[config.mk]
export PLATFORM = sky130hd
export DESIGN_NAME = unified_mem_sequencer_flat
export DESIGN_NICKNAME = d
export VERILOG_FILES = /design/src/rtl/mem_seq_pkg.sv /design/src/rtl/unified_mem_sequencer_if.sv /design/src/rtl/mem_wait_timer.sv /design/src/rtl/unified_mem_sequencer.sv /design/src/flat_wrapper.sv
export SDC_FILE = /design/constraint.sdc
export NUM_CORES = 1
export LEC_CHECK = 0
export CORE_UTILIZATION = 29
export DETAILED_ROUTE_END_ITERATION = 10
export PLACE_DENSITY = 0.68
export SYNTH_ARGS = -nofsm -noshare
export SYNTH_HDL_FRONTEND = slang
export SYNTH_SLANG_ARGS = --single-unit
[constraint.sdc]
create_clock -name clock -period 2.2 [get_ports clock]
set_input_delay 0.55 -clock clock [delete_from_list [all_inputs] [get_ports clock]]
set_output_delay 0.55 -clock clock [all_outputs]
set_load 0.02 [all_outputs]
[src/rtl/mem_seq_pkg.sv]
// Shared definitions for the unified memory sequencer.
//   state_e         : sequencer states (fetch, decode wait, data, commit, halt)
//   WORD_W          : bus word width
//   DEFAULT_TIMEOUT : default number of non-ready request cycles before abort
package mem_seq_pkg;

    localparam int WORD_W = 32;
    localparam int unsigned DEFAULT_TIMEOUT = 255;

    typedef enum logic [2:0] {
        S_FETCH,
        S_DECIDE,
        S_DATA,
        S_COMMIT,
        S_HALT
    } state_e;

endpackage

[src/rtl/unified_mem_sequencer_if.sv]
// Unified memory port between the sequencer (master) and memory (slave).
//   mem_req / mem_ready       : request and same-cycle completion
//   mem_addr / mem_wdata      : address and store data, big-endian [0:31]
//   mem_we, mem_byte,
//   mem_half_word,
//   mem_sign_extend           : access attributes
//   mem_rdata                 : read data returned by memory
interface unified_mem_sequencer_if;
    import mem_seq_pkg::*;

    logic              mem_req;
    logic [0:WORD_W-1] mem_addr;
    logic [0:WORD_W-1] mem_wdata;
    logic              mem_we;
    logic              mem_byte;
    logic              mem_half_word;
    logic              mem_sign_extend;
    logic [0:WORD_W-1] mem_rdata;
    logic              mem_ready;

    modport master (
        output mem_req, mem_addr, mem_wdata, mem_we,
               mem_byte, mem_half_word, mem_sign_extend,
        input  mem_rdata, mem_ready
    );

    modport slave (
        input  mem_req, mem_addr, mem_wdata, mem_we,
               mem_byte, mem_half_word, mem_sign_extend,
        output mem_rdata, mem_ready
    );
endinterface

[src/rtl/mem_wait_timer.sv]
// Wait-state counter for one memory request.
//   clock, reset : system clock, synchronous active-low reset
//   clr          : restart the count (takes priority over inc)
//   inc          : one more cycle of an unanswered request
//   tc           : this cycle is the TIMEOUT-th consecutive unanswered cycle
module mem_wait_timer
    import mem_seq_pkg::*;
#(
    parameter int unsigned TIMEOUT = DEFAULT_TIMEOUT
) (
    input  logic clock,
    input  logic reset,
    input  logic clr,
    input  logic inc,
    output logic tc
);

    localparam logic [15:0] LAST = 16'(TIMEOUT - 1);

    logic [15:0] count_q, count_d;

    always_comb begin
        count_d = count_q;
        if (clr)
            count_d = '0;
        else if (inc)
            count_d = count_q + 16'd1;
    end

    // Flag the expiring cycle itself so the abort lands on this edge.
    assign tc = inc && (count_q == LAST);

    always_ff @(posedge clock) begin
        if (!reset)
            count_q <= '0;
        else
            count_q <= count_d;
    end

endmodule

[src/rtl/unified_mem_sequencer.sv]
// Multi-cycle sequencer letting a single-cycle core share one
// variable-latency memory port for instruction fetch and data access.
//   clock, reset           : system clock, synchronous active-low reset
//   iaddr                  : fetch address from the core
//   inst_to_proc           : latched instruction
//   data_req               : decoded instruction needs a load/store
//   addr_from_proc,
//   data_from_proc         : data address and store data
//   *_from_proc attributes : write enable, byte, half word, sign extend
//   data_to_proc           : latched load data
//   stall                  : core must hold all state
//   bus_error              : sticky, set when memory stops responding
//   mem                    : unified memory port (master side)
module unified_mem_sequencer
    import mem_seq_pkg::*;
#(
    parameter int unsigned TIMEOUT = DEFAULT_TIMEOUT
) (
    input  logic              clock,
    input  logic              reset,
    input  logic [0:WORD_W-1] iaddr,
    output logic [0:WORD_W-1] inst_to_proc,
    input  logic              data_req,
    input  logic [0:WORD_W-1] addr_from_proc,
    input  logic [0:WORD_W-1] data_from_proc,
    input  logic              write_enable_from_proc,
    input  logic              byte_from_proc,
    input  logic              half_word_from_proc,
    input  logic              sign_extend_from_proc,
    output logic [0:WORD_W-1] data_to_proc,
    output logic              stall,
    output logic              bus_error,
    unified_mem_sequencer_if.master mem
);

    state_e            state_q, state_d;
    logic [0:WORD_W-1] inst_q, inst_d, data_q, data_d;
    logic [0:WORD_W-1] addr_q, addr_d, wdata_q, wdata_d;
    logic              req_q, req_d, we_q, we_d, byte_q, byte_d;
    logic              half_q, half_d, sext_q, sext_d;
    logic              stall_q, stall_d, bus_error_q, bus_error_d;
    logic              accept, waiting, timeout_hit, state_change;

    // mem_ready only counts while a request is actually on the bus.
    assign accept       = req_q && mem.mem_ready;
    assign waiting      = req_q && !mem.mem_ready;
    assign state_change = (state_d != state_q);

    mem_wait_timer #(.TIMEOUT(TIMEOUT)) u_timer (
        .clock (clock),
        .reset (reset),
        .clr   (state_change),
        .inc   (waiting),
        .tc    (timeout_hit)
    );

    always_comb begin
        // NOTE: every variable gets a default before the case so no path
        // leaves it unassigned, which would otherwise infer a latch.
        state_d     = state_q;
        inst_d      = inst_q;
        data_d      = data_q;
        bus_error_d = bus_error_q;

        case (state_q)
            S_FETCH: if (accept) begin
                inst_d  = mem.mem_rdata;
                state_d = S_DECIDE;
            end
            // One idle cycle lets the core decode inst_to_proc into data_req.
            S_DECIDE: state_d = data_req ? S_DATA : S_COMMIT;
            S_DATA: if (accept) begin
                if (!we_q)
                    data_d = mem.mem_rdata;
                state_d = S_COMMIT;
            end
            S_COMMIT: state_d = S_FETCH;
            default:  state_d = S_HALT;
        endcase

        if (timeout_hit) begin
            state_d     = S_HALT;
            bus_error_d = 1'b1;
        end

        // Bus outputs are registered from the next state, so they are
        // all-zero in every cycle without an active request.
        req_d   = 1'b0;
        addr_d  = '0;
        wdata_d = '0;
        we_d    = 1'b0;
        byte_d  = 1'b0;
        half_d  = 1'b0;
        sext_d  = 1'b0;
        case (state_d)
            S_FETCH: begin
                req_d  = 1'b1;
                addr_d = iaddr;
            end
            S_DATA: begin
                req_d   = 1'b1;
                addr_d  = addr_from_proc;
                wdata_d = data_from_proc;
                we_d    = write_enable_from_proc;
                byte_d  = byte_from_proc;
                half_d  = half_word_from_proc;
                sext_d  = sign_extend_from_proc;
            end
            default: ;
        endcase
        stall_d = (state_d != S_COMMIT);
    end

    // NOTE: state is updated only here, with non-blocking assignments, so
    // every flop samples the values computed before this edge.
    always_ff @(posedge clock) begin
        // NOTE: reset clears every flop; the first request then goes out
        // in the first cycle after reset is released, and any access in
        // flight is simply dropped.
        if (!reset) begin
            state_q     <= S_FETCH;
            inst_q      <= '0;
            data_q      <= '0;
            addr_q      <= '0;
            wdata_q     <= '0;
            req_q       <= 1'b0;
            we_q        <= 1'b0;
            byte_q      <= 1'b0;
            half_q      <= 1'b0;
            sext_q      <= 1'b0;
            stall_q     <= 1'b1;
            bus_error_q <= 1'b0;
        end else begin
            state_q     <= state_d;
            inst_q      <= inst_d;
            data_q      <= data_d;
            addr_q      <= addr_d;
            wdata_q     <= wdata_d;
            req_q       <= req_d;
            we_q        <= we_d;
            byte_q      <= byte_d;
            half_q      <= half_d;
            sext_q      <= sext_d;
            stall_q     <= stall_d;
            bus_error_q <= bus_error_d;
        end
    end

    assign inst_to_proc        = inst_q;
    assign data_to_proc        = data_q;
    assign stall               = stall_q;
    assign bus_error           = bus_error_q;
    assign mem.mem_req         = req_q;
    assign mem.mem_addr        = addr_q;
    assign mem.mem_wdata       = wdata_q;
    assign mem.mem_we          = we_q;
    assign mem.mem_byte        = byte_q;
    assign mem.mem_half_word   = half_q;
    assign mem.mem_sign_extend = sext_q;

endmodule

[src/flat_wrapper.sv]
// flat-port wrapper written by rule: the top's interface ports become plain ports
module unified_mem_sequencer_flat import mem_seq_pkg::*;
#(
    parameter int unsigned TIMEOUT = DEFAULT_TIMEOUT
)
  (clock, reset, iaddr, inst_to_proc, data_req, addr_from_proc, data_from_proc, write_enable_from_proc, byte_from_proc, half_word_from_proc, sign_extend_from_proc, data_to_proc, stall, bus_error, mem_mem_req, mem_mem_addr, mem_mem_wdata, mem_mem_we, mem_mem_byte, mem_mem_half_word, mem_mem_sign_extend, mem_mem_rdata, mem_mem_ready);
  unified_mem_sequencer_if mem_i ();
  input  logic clock;
  input  logic reset;
  input  logic [0:WORD_W-1] iaddr;
  output logic [0:WORD_W-1] inst_to_proc;
  input  logic data_req;
  input  logic [0:WORD_W-1] addr_from_proc;
  input  logic [0:WORD_W-1] data_from_proc;
  input  logic write_enable_from_proc;
  input  logic byte_from_proc;
  input  logic half_word_from_proc;
  input  logic sign_extend_from_proc;
  output logic [0:WORD_W-1] data_to_proc;
  output logic stall;
  output logic bus_error;
  output wire logic [$bits(mem_i.mem_req)-1:0] mem_mem_req;
  output wire logic [$bits(mem_i.mem_addr)-1:0] mem_mem_addr;
  output wire logic [$bits(mem_i.mem_wdata)-1:0] mem_mem_wdata;
  output wire logic [$bits(mem_i.mem_we)-1:0] mem_mem_we;
  output wire logic [$bits(mem_i.mem_byte)-1:0] mem_mem_byte;
  output wire logic [$bits(mem_i.mem_half_word)-1:0] mem_mem_half_word;
  output wire logic [$bits(mem_i.mem_sign_extend)-1:0] mem_mem_sign_extend;
  input wire logic [$bits(mem_i.mem_rdata)-1:0] mem_mem_rdata;
  input wire logic [$bits(mem_i.mem_ready)-1:0] mem_mem_ready;
  assign mem_mem_req = mem_i.mem_req;
  assign mem_mem_addr = mem_i.mem_addr;
  assign mem_mem_wdata = mem_i.mem_wdata;
  assign mem_mem_we = mem_i.mem_we;
  assign mem_mem_byte = mem_i.mem_byte;
  assign mem_mem_half_word = mem_i.mem_half_word;
  assign mem_mem_sign_extend = mem_i.mem_sign_extend;
  assign mem_i.mem_rdata = mem_mem_rdata;
  assign mem_i.mem_ready = mem_mem_ready;
  unified_mem_sequencer #(.TIMEOUT(TIMEOUT)) u_core (.clock(clock), .reset(reset), .iaddr(iaddr), .inst_to_proc(inst_to_proc), .data_req(data_req), .addr_from_proc(addr_from_proc), .data_from_proc(data_from_proc), .write_enable_from_proc(write_enable_from_proc), .byte_from_proc(byte_from_proc), .half_word_from_proc(half_word_from_proc), .sign_extend_from_proc(sign_extend_from_proc), .data_to_proc(data_to_proc), .stall(stall), .bus_error(bus_error), .mem(mem_i));
endmodule
## After elaboration in Yosys (flattened, before gate mapping)

Index checks and enable logic that the tools add are counted.

| word-level totals | value |
|---|---|
| register bits after elaboration | 154 |
| latch bits | 0 |
| memory bits (writable) | 0 |
| ROM bits | 0 |
| output and inout bits | 135 |
| logic and storage cells | 41 |
| memories kept | 0 |

| cells by class | value |
|---|---|
| add/sub/neg operators | 1 |
| $mul | 0 |
| div/mod/pow operators | 0 |
| magnitude comparators | 0 |
| equal/unequal tests | 7 |
| shift operators | 0 |
| mux-type cells | 7 |
| bitwise operators | 2 |
| reduce and logical (&&, ||, !) cells | 11 |

Operator list:

| cell | count |
|---|---|
| $pmux W32 S2 | 1 |
| $add A16 B1 Y16 const B | 1 |
| $eq A16 B8 Y1 const B | 1 |
| $pmux W3 S4 | 1 |
| $eq A3 B2 Y1 const B | 3 |
| $mux W3 | 3 |
| $logic_not A3 Y1 | 2 |
| $reduce_and A2 Y1 | 2 |
| $reduce_or A2 Y1 | 2 |
| $eq A3 B1 Y1 const B | 1 |
| $logic_and A1 B1 Y1 | 3 |
| $ne A3 B2 Y1 const B | 1 |
| $ne A3 B3 Y1 | 1 |
| $reduce_and A3 Y1 | 1 |
| $mux W1 | 2 |
| $not A1 Y1 | 2 |
| $logic_not A1 Y1 | 1 |

## Longest topological paths before layout

| logic depth | value |
|---|---|
| depth in word-level cells | 7 |
| mapped depth | 7 |
| mapped depth without buffers | 6 |

## By module

Synthesis repeated with hierarchy kept, for this count alone.

| unflattened totals | value |
|---|---|
| cells, all modules | 569 |
| area, all modules | 5582.9 µm² |

By module, submodules not included:

| module | instances | cells an instance | area each (µm²) | seq. area each (µm²) |
|---|---|---|---|---|
| unified_mem_sequencer | 1 | 482 | 4828.4 | 2762.6 |
| mem_wait_timer | 1 | 87 | 754.5 | 320.3 |

## Least setup slack after synthesis

No wires, ideal clock.

| timing path | value |
|---|---|
| path type | input port to flip-flop |
| start point | input port mem_mem_ready |
| end point | register u_core.u_timer.count_q[14] |
| arrival time | 1.653 ns |
| required time | 2.121 ns |
| setup slack | 0.468 ns |
| cell stages on the path | 5 |
| path buffers | 1 |
| path through | and4b_1 buf_4 nand2_2 or4_1 a22oi_1 |

| between the ends | value |
|---|---|
| longest elaborated chain between the ends | 6 |
| elaborated cells between the ends (all ways) | 10 |
| classes of those cells | eq/ne (1); mux (4); reduce/logical (5) |

RTL lines:

| item | RTL line | text |
|---|---|---|
| start: declaration | flat_wrapper.sv:30 | `input wire logic [$bits(mem_i.mem_ready)-1:0] mem_mem_ready;` |
| $logic_and A1 B1 Y1 or $logic_not A1 Y1 (tied branches) | unified_mem_sequencer.sv:45, unified_mem_sequencer.sv:46 |  |
| $mux W3 (tied with other cells) | unified_mem_sequencer.sv:72 | `S_DATA: if (accept) begin` |
| $pmux W3 S4 or $logic_and A1 B1 Y1 (tied branches) | unified_mem_sequencer.sv:65, mem_wait_timer.sv:31 |  |
| $mux W3 | unified_mem_sequencer.sv:81 | `if (timeout_hit) begin` |
| $ne A3 B3 Y1 | unified_mem_sequencer.sv:47 | `assign state_change = (state_d != state_q);` |
| $reduce_or A2 Y1 (no source line) | -- |  |
| end signal: assignment | mem_wait_timer.sv:37 | `count_q <= count_d;` |
| end: declaration | mem_wait_timer.sv:20 | `logic [15:0] count_q, count_d;` |

Parallel ways exist; a longest one is shown, timed or not.
A chain may end at the register's enable or synchronous reset.

## Worst setup path in the final report

| timing path | value |
|---|---|
| start point | register u_core.we_q, in the netlist u_core.mem.mem_we |
| end point | output port mem_mem_we |

RTL lines:

| item | RTL line | text |
|---|---|---|
| start: declaration | unified_mem_sequencer.sv:39 | `logic req_q, req_d, we_q, we_d, byte_q, byte_d;` |
| start signal: assignment | unified_mem_sequencer.sv:140 | `we_q <= we_d;` |
| end: declaration | flat_wrapper.sv:25 | `output wire logic [$bits(mem_i.mem_we)-1:0] mem_mem_we;` |

No word-level cell between the ends.

==> flow_summary.ini <==
[logic_synthesis]
ys_warn_count = 0
synth_fa_ha_area_share_pct = 0.453
yosys.area_share.xor_xnor_pct = 1.74
synth_edf_count = 0
yosysSeqAreaShare_pct = 55.8
synth_fp_nets = 749
netlist_area_um2 = 5530
muxShareOfSynthArea_pct = 0
synth_compound_gate_area_share_pct = 15.9
synthArstFlopShare_pct = 0
netlist_instances = 611
ys_ff_latch = 154
synth_cell_types = 43
synth.avg_cell_area_um2 = 9.05
yosys.area_share.simple_pct = 22.4
synth-main-ff-cell = dfxtp_1
synth_top_family_by_area = simple AND/OR/NAND/NOR gates

[job]
cap_violations = 0

[clocking]
clock_path_buffers = 2
holdBufCountCts = 0
clk-insertion-delay-late_ns = 0.42
cts.sinks = 154
cts_tree = built
path_clk_slew_ns = 0.06
cts_max_level = 4
cts_buffers = 17
clockRootBuffer = clkbuf_16
post_cts.repair.setup_buffers = 0
ctsResizeCount = 0

[detailed_routing]
ant_nets = 0
wl_mm = 16.6
post_drt_wl_per_cell_um = 14.7
drc = 0
vias = 4935
drt_iter0_drc = 215
firstDrtPassIters = 4
via_per_inst = 4.39

[grt]
grt_pass1_vias = 4826
grt_max_degree = 65
grt_pass1_wl_mm = 25.8
antenna_found_initial = 0
grt.overflow.total = 0
track_usage_pct = 16.9

[setup_path]
crit_chain = clkdlybuf4s50_1
r2r-end = u_core.mem.mem_addr[9]
rr_worst_depth = 7
r2r_start = u_core.u_timer.count_q[1]
cp.arrival_ns = 1.52
crit_slowest_cell = clkdlybuf4s50_1
crit_required_ns = 1.65
critPathLaunchType = flop
crit_family = buffers and inverters
critPathBufInv = 1
endpoint = mem_mem_we
path_class = reg -> out
cp-end-kind = output port
worst-path-stages = 1
worstPathMaxFanout = 3
critPathMaxStageDelay_ns = 0.69
crit_start = u_core.mem.mem_we
r2r_slack_ns = 0.40

[placed_design]
hpwl_mm = 11.8
finalWeightedCongestion = 0.792
place.port_buffers = 270
place_area_um2 = 8570

[cells_and_area]
seqCellArea_um2 = 3080
layout_common_cells = clkdlybuf4s50_1, nand2_1, dfxtp_1
syn2layout_area_growth_pct = 65.7
fill_cells = 1794
drive_gt1_share_pct = 8.08
final_common_cell = clkdlybuf4s50_1
diodes = 0
nets = 1016
multi_input_comb_area_um2 = 2260
final_area_um2 = 9160

[run_status]
outcome = complete, no violations

[floorplanning]
chipHeight_um = 140
row_count = 50
io_pins = 271
fp.coreArea_um2 = 18700
start_util_pct = 29.5
die_area_um2 = 19600
dieWidth_um = 140

[min_path]
hold_class = reg -> reg
hold_depth = 2

[timing]
finalMaxSlewViolations = 0
finalCriticalPeriod_ns = 2.07
fmaxAchievable_mhz = 483
finalHoldViolCount = 0
setup_viol = 0
worst_slew_pin_slew_ns = 0.566
post-route-period-util_pct = 94.1
maxSlewHeadroom_pct = 62.3
clock_skew_ns = 0.00951
rsz0062_at_grt = no

[pwr]
max-vdd-ir-drop_mv = 0.518
p_leak_uw = 0.00336
finalPower_uw = 6890
p_per_area_nw_per_um2 = 753
==> routing by layer <==
layer  wire [um]  share of wire, %  global-route usage (%)
met5           0                 0                       0
met4         408               2.5                    6.71
met1        7370                44                    20.7
met2        7820                47                    27.1
met3         985               5.9                    5.61
==> final cells by class <==
class                   count  share of cell area [%]
repair buffers            290                    31.9
clock buffers              17                    4.65
inverters                   3                   0.123
clock inverters            15                    1.71
well taps                 234                    3.20
flip-flops and latches    154                    33.7
multi-input cells         412                    24.7
==> registers in the layout, summed over array words and instances (netlist names) <==
name	cells
u_core.bus_error	1
u_core.data_to_proc	32
u_core.inst_to_proc	32
u_core.mem.mem_addr	32
u_core.mem.mem_byte	1
u_core.mem.mem_half_word	1
u_core.mem.mem_req	1
u_core.mem.mem_sign_extend	1
u_core.mem.mem_wdata	32
u_core.mem.mem_we	1
u_core.stall	1
u_core.state_q	3
u_core.u_timer.count_q	16
==> cells by family after synthesis <==
logic type | count (synthesis)
AO/OA/AOI/OAI | 124
XOR/XNOR | 11
adder cells (fa/ha/maj) | 2
buffers and inverters | 45
flip-flops | 154
AND/OR/NAND/NOR | 275
==> power breakdown <==
| part | internal (uW) | switching [uW] | total (uW) |
|---|---|---|---|
| Sequential | 2910 | 51.0 | 2960 |
| Clock | 1600 | 1290 | 2900 |
| Combinational | 552 | 480 | 1030 |
==> cell usage after synthesis (all sizes together) (5+ instances only) <==
library cell | instances | area share [%]
xor2 | 10 | 1.6
clkbuf | 24 | 1.6
nand3 | 7 | 0.63
buf | 18 | 1.8
a22oi | 5 | 0.68
nand2 | 199 | 14
a21boi | 64 | 8.7
and2 | 38 | 4.3
dfxtp | 154 | 56
nand4 | 5 | 0.57
a21oi | 42 | 4.5
==> through the flow <==
stage | cells | utilization, % | TNS, ns | setup slack, ns | hold WS, ns
finish | 1125 | 48.9 | 0 | 0.129 | 0.451
global route | 1125 | 48.9 | 0 | 0.0287 | 0.450
CTS | 1125 | 48.9 | 0 | 0.0671 | 0.439
detailed placement | 1093 | 45.8 | -1.99 | -0.0843 | 0.444
global placement | 1093 | 45.8 | -2.07 | -0.0591 | 0.440
floorplan | 611 | - | 0 | 0.468 | 0.458
==> worst min path at each step <==
stage / slack (ns) / end / from
after floorplan: 0.46 / u_core.u_timer.count_q[15] / u_core.u_timer.count_q[15]
after global placement: 0.44 / u_core.inst_to_proc[2] / u_core.inst_to_proc[2]
after detailed placement: 0.44 / u_core.inst_to_proc[11] / u_core.inst_to_proc[11]
after CTS: 0.44 / u_core.state_q[2] / reset
after global routing: 0.45 / u_core.state_q[2] / reset
final: 0.45 / u_core.inst_to_proc[11] / u_core.inst_to_proc[11]
Note: power is estimated with default switching activity, not from simulation.
